## config.mk

```make
export PLATFORM = sky130hd
export DESIGN_NAME = flat_stream_serializer
export DESIGN_NICKNAME = d
export VERILOG_FILES = /design/src/rtl/flat_stream_serializer.sv
export SDC_FILE = /design/constraint.sdc
export NUM_CORES = 1
export LEC_CHECK = 0
export BUFFER_PORTS_ARGS = -buffer_cell sky130_fd_sc_hd__buf_2
export CORE_MARGIN = 5
export CORE_UTILIZATION = 53
export DETAILED_ROUTE_END_ITERATION = 12
export PLACE_DENSITY_LB_ADDON = 0.25
export SKIP_LAST_GASP = 1
export SLEW_MARGIN = 20
export SYNTH_ARGS = -nofsm -noshare
export SYNTH_HDL_FRONTEND = slang
export SYNTH_SLANG_ARGS = --single-unit
```

## constraint.sdc

```tcl
create_clock -name clk -period 29 [get_ports clk]
set_input_delay 2.9 -clock clk [delete_from_list [all_inputs] [get_ports clk]]
set_output_delay 2.9 -clock clk [all_outputs]
set_load 0.03 [all_outputs]
```

## src/rtl/flat_stream_serializer.sv

```systemverilog
// flat_stream_serializer: captures one flattened WIDTH x HEIGHT frame in a single
// handshake and streams its elements row-major, one per beat, with position
// indices and an end-of-frame marker.
// Optional: define ROW_LAST_EN to add the out_row_last port (beat with j == HEIGHT-1).
module flat_stream_serializer #(
    parameter int WIDTH     = 4,
    parameter int HEIGHT    = 8,
    parameter int DATA_SIZE = 16,
    localparam int IW = (WIDTH > 1) ? $clog2(WIDTH) : 1,
    localparam int JW = (HEIGHT > 1) ? $clog2(HEIGHT) : 1
) (
    input  logic                                clk,
    input  logic                                rst,
    input  logic                                in_valid,
    output logic                                in_ready,
    input  logic [WIDTH*HEIGHT*DATA_SIZE-1:0]   in_flat,
    output logic                                out_valid,
    input  logic                                out_ready,
    output logic [DATA_SIZE-1:0]                out_data,
    output logic [IW-1:0]                       out_i,
    output logic [JW-1:0]                       out_j,
    output logic                                out_last
`ifdef ROW_LAST_EN
    ,
    output logic                                out_row_last
`endif
);
    localparam int N  = WIDTH * HEIGHT;
    localparam int KW = (N > 1) ? $clog2(N) : 1;
    localparam logic [IW-1:0] I_MAX = IW'(WIDTH - 1);
    localparam logic [JW-1:0] J_MAX = JW'(HEIGHT - 1);

    typedef enum logic {IDLE, STREAM} state_t;

    state_t               state;
    logic [DATA_SIZE-1:0] in_elem [N];
    logic [DATA_SIZE-1:0] frame   [N];
    logic [KW-1:0]        k;
    logic [KW-1:0]        k_nxt;
    logic [IW-1:0]        i_nxt;
    logic [JW-1:0]        j_nxt;
    logic                 row_end;

    genvar g;
    for (g = 0; g < N; g++) begin : g_unpack
        assign in_elem[g] = in_flat[g*DATA_SIZE +: DATA_SIZE];
    end

    // Position of the beat following the current one (row-major walk)
    always_comb begin
        row_end = out_j == J_MAX;
        j_nxt   = row_end ? '0 : out_j + 1'b1;
        i_nxt   = row_end ? out_i + 1'b1 : out_i;
        k_nxt   = k + 1'b1;
    end

    // Frame capture and beat sequencing; every output is a register
    always_ff @(posedge clk) begin
        if (rst) begin
            state     <= IDLE;
            in_ready  <= 1'b0;
            out_valid <= 1'b0;
            out_data  <= '0;
            out_i     <= '0;
            out_j     <= '0;
            out_last  <= 1'b0;
            k         <= '0;
`ifdef ROW_LAST_EN
            out_row_last <= 1'b0;
`endif
        end else if (state == IDLE) begin
            in_ready <= 1'b1;
            if (in_valid && in_ready) begin
                frame     <= in_elem;
                state     <= STREAM;
                in_ready  <= 1'b0;
                out_valid <= 1'b1;
                out_data  <= in_elem[0];
                out_i     <= '0;
                out_j     <= '0;
                k         <= '0;
                out_last  <= N == 1;
`ifdef ROW_LAST_EN
                out_row_last <= HEIGHT == 1;
`endif
            end
        end else if (out_ready) begin
            if (out_last) begin
                state     <= IDLE;
                in_ready  <= 1'b1;
                out_valid <= 1'b0;
                out_last  <= 1'b0;
`ifdef ROW_LAST_EN
                out_row_last <= 1'b0;
`endif
            end else begin
                out_data <= frame[k_nxt];
                out_i    <= i_nxt;
                out_j    <= j_nxt;
                k        <= k_nxt;
                out_last <= (i_nxt == I_MAX) && (j_nxt == J_MAX);
`ifdef ROW_LAST_EN
                out_row_last <= j_nxt == J_MAX;
`endif
            end
        end
    end
endmodule

```

[Yosys cells after proc, flatten, opt, wreduce, memory -nomap -nowiden]
Index checks and enable logic that the tools add are counted.
Widths: inputs -> output; s select.
Cells by class
  bitwise logic cells: 3
  add/sub/neg operators: 3
  equal/unequal tests: 6
  order comparisons: 1
  muxes and demuxes: 37
  reduce and logical (&&, ||, !) cells: 8
Operators by type and width (count)
  $mux 16: 6
  $bmux 16 s5: 1
  $mux 5: 4
  $mux 1: 16
  $mux 3: 5
  $mux 2: 5
  $reduce_and 3->1: 3
  $eq 3x3->1 const B: 2
  $ge 6x6->1 const B: 1
  $ne 2x2->1 const B: 3
  $not 5->6: 1
  $add 5x1->5 const B: 1
  $reduce_and 2->1: 2
  $add 3x1->3 const B: 1
  $add 2x1->2 const B: 1
  $eq 2x2->1 const B: 1
  $logic_and 1x1->1: 2
  $not 1->1: 2
  $reduce_bool 2->1: 1
Storage, ports and cells
  bits in registers: 542
  output and inout bits: 24
  logic and storage cells: 98

[Logic depth before layout (Yosys ltp)]
  depth after elaboration: 8
  mapped depth: 9
  gate-level depth less buffers: 7

[Worst setup path after synthesis]
No wires, ideal clock.
  kind: input -> register
  from: input in_valid
  to: register frame[0] in the netlist's numbering, enable pin
  data arrival time: 24.657 ns
  library setup time: 1.398 ns
  required time: 27.602 ns
  stages on the path: 4
  path buffers: 1
  slack: 2.945 ns
  path through: nand2_1 > or2_2 > clkbuf_1 > nor2_1
On the way
  longest elaborated chain between the ends: 2
RTL lines
  start: declaration: RTL line 14  | input logic in_valid,
  $logic_and 1x1->1: RTL line 73  | if (in_valid && in_ready) begin
  $reduce_and 3->1 (no line)
  end signal: assignment: RTL line 74  | frame <= in_elem;
  end: declaration: RTL line 37  | logic [DATA_SIZE-1:0] frame [N];
No other way between the ends.
A chain may end at the register's enable or synchronous reset.

[Worst setup path after layout]
  from: input in_valid
  to: register frame[125] in the netlist's numbering, enable pin
Same word-level chain as after synthesis.

==> flow_summary.ini <==
[synthesis]
synth_common_cells = edfxtp_1, mux4_2, nand2_1, dfxtp_1, nor3_1
synthTopCellsByArea = edfxtp_1, mux4_2, dfxtp_1
yosysWarnings = 0
synth.net_count = 1523
synth_top_area_cell = edfxtp_1
synth_ff_type = edfxtp_1
yosysMostFrequentCell = edfxtp_1
ys_types = 40
synth_edf_count = 512
syn-instance-count = 1003
synth_area_per_cell_um2 = 20.82
ys_ff_latch = 542
synth.cell_area_mm2 = 0.02088
synth-seq-area-share_pct = 76.51
yosysTopAreaCellShare_pct = 73.64
synth-async-reset-ratio_pct = 0

[placed_design]
place_inst = 2015
hpwl_um = 39530
pre_cts_slack_ns = 22.15
portBuffers = 539
place.gp.congestion = 0.8372

[clocking]
htreeDepth = 2
cts_resized = 0
cts_hold_buf = 0
cts_setup_buffers = 0
numCtsBuffers = 53
clkSinkCount = 542
cts_tree = built
root_buffer = clkbuf_16
clk_latency_ns = 0.59
path_clk_slew_ns = 0.06
cts_buffer_depth = 3

[final_layout]
fin_cells = 2129
num-fill-cells = 2607
drive_gt1_share_pct = 48.06
nNetsFinal = 2072
area_delta_synth_final_pct = 23.66

[setup_path]
ff2ff_setup_slack_ns = 24.72
endpoint_kind = flip-flop
path_max_fanout = 181
cp.arrival_ns = 6.47
timing.rr.end = frame[125]
r2r_cells = 6
cp.required_ns = 29.20
crit_type = in2reg
timing.rr.start = in_ready
startpoint_type = primary input

[floorplanning]
die_area_mm2 = 0.04346
fp.dieH_um = 208.5
initial_core_util_pct = 53.77
fp-row-count = 72
io_pins = 540
core_area_mm2 = 0.03883
die_w_um = 208.5

[sta]
finalHoldViolCount = 0
setup_ws_ns = 22.72
timing.fmax_mhz = 159.3
tightest_slew_ns = 1.093
period_share_pct = 21.64
slew_headroom_pct = 27.11
fin_setup_tns_ns = 0
finalSetupViolCount = 0
slew_viol_final = 0
timing.hold.ws_ns = 0.4833
fin_crit_ns = 6.276
skew_ns = 0.01383
rsz0062_at_grt = false

[route]
drtPass1Iterations = 5
num_vias = 11988
ant_nets = 0
wirelength_um = 54910
viasPerCell = 5.631
route.detailed.wl_per_inst_um = 25.79
drc = 0
drt_iter0_markers = 1159

[global_route]
grt_max_degree = 201
grt_pass1_wl_um = 79690
antenna_found_initial = 21
track_usage_pct = 24.74
first_global_vias = 12733
grt-ovfl-total = 0

[power]
p_leak_nw = 9.116
p_per_area_mw_per_mm2 = 64.90
ir_worst_vdd_v = 0.00005098
finalPower_mw = 1.676

[min_path]
hp-start = out_valid
hold_path.class = reg2reg
hold_end = out_valid
min_path_cells = 2

[outcome]
status = finished, final reports clean

[flow_run]
maxCapViolations = 0
metrics by stage:
| stage | area, µm² | utilization, % |
|---|---|---|
| after floorplan | 20880 | - |
| after global placement | 24090 | 62.05 |
| after detailed placement | 24090 | 62.05 |
| after CTS | 25780 | 66.39 |
| after global routing | 25800 | 66.44 |
| final | 25820 | 66.50 |
cell type report:
cell class                      instances  area, µm²  area share (%)
Multi-Input combinational cell        405       4656           18.03
Timing Repair Buffer                  548       2803           10.86
Tap cell                              518      648.1           2.510
Clock buffer                           63       1406           5.447
Clock inverter                         34      276.5           1.071
Inverter                                2      7.507         0.02908
Antenna cell                           17      42.54          0.1648
Sequential cell                       542      15980           61.89
logic make-up after synthesis:
family,Yosys count,synth area share [%]
multiplexers,151,15.33
flip-flops,542,76.51
adder cells (fa/ha/maj),4,0.2397
AND/OR/NAND/NOR,186,3.955
buffers and inverters,56,1.426
AO/OA/AOI/OAI,56,2.073
XOR/XNOR,8,0.4615
critical path, cell delays in order:
cell and delay, ns:
buf_2 0.09, nand2_1 0.39, or2_2 0.51, nor2_4 0.08, buf_4 0.53, buf_12 0.66, buf_4 0.96
power by group:
part | leakage (nW) | internal [mW] | total, mW | switching, mW
clock | 0.830 | 0.388 | 0.670 | 0.282
sequential | 4.91 | 0.886 | 0.895 | 0.00898
combinational | 3.37 | 0.0534 | 0.110 | 0.0563
worst max-delay path by stage:
| stage | from | end | slack [ns] | cells after the start |
|---|---|---|---|---|
| floorplan | in_valid | frame[0] | 2.94 | 4 |
| global placement | in_valid | frame[0] | 22.34 | 7 |
| detailed placement | in_valid | frame[16] | 22.15 | 7 |
| CTS | in_valid | frame[108] | 22.79 | 7 |
| global route | in_valid | frame[92] | 22.49 | 7 |
| finish | in_valid | frame[125] | 22.72 | 7 |
per-layer routing:
| layer | share of wire [%] | GRT usage [%] | vias to the layer above |
|---|---|---|---|
| li1 | - | - | 5278 |
| met1 | 35 | 29.72 | 5976 |
| met2 | 52 | 42.98 | 618 |
| met3 | 9.3 | 7.426 | 100 |
| met4 | 2.7 | 8.494 | 16 |
| met5 | 0.20 | 0 | - |
cell usage in the layout, fill, tap and decap left out, types with 18 or more instances in the layout:
| cell type | count |
|---|---|
| buf_2 | 539 |
| nand2_1 | 82 |
| nor2_1 | 28 |
| nor3_1 | 30 |
| mux4_2 | 135 |
| clkinv_1 | 18 |
| nand3_1 | 28 |
| edfxtp_1 | 512 |
| clkbuf_16 | 55 |
| dfxtp_1 | 29 |
sequential cells by signal (all words and copies together) (netlist names):
register / count
frame: 512
out_last: 1
state: 1
out_valid: 1
out_data: 16
out_j: 3
k: 5
out_i: 2
in_ready: 1
No activity file was read; power rests on OpenSTA's default activity.
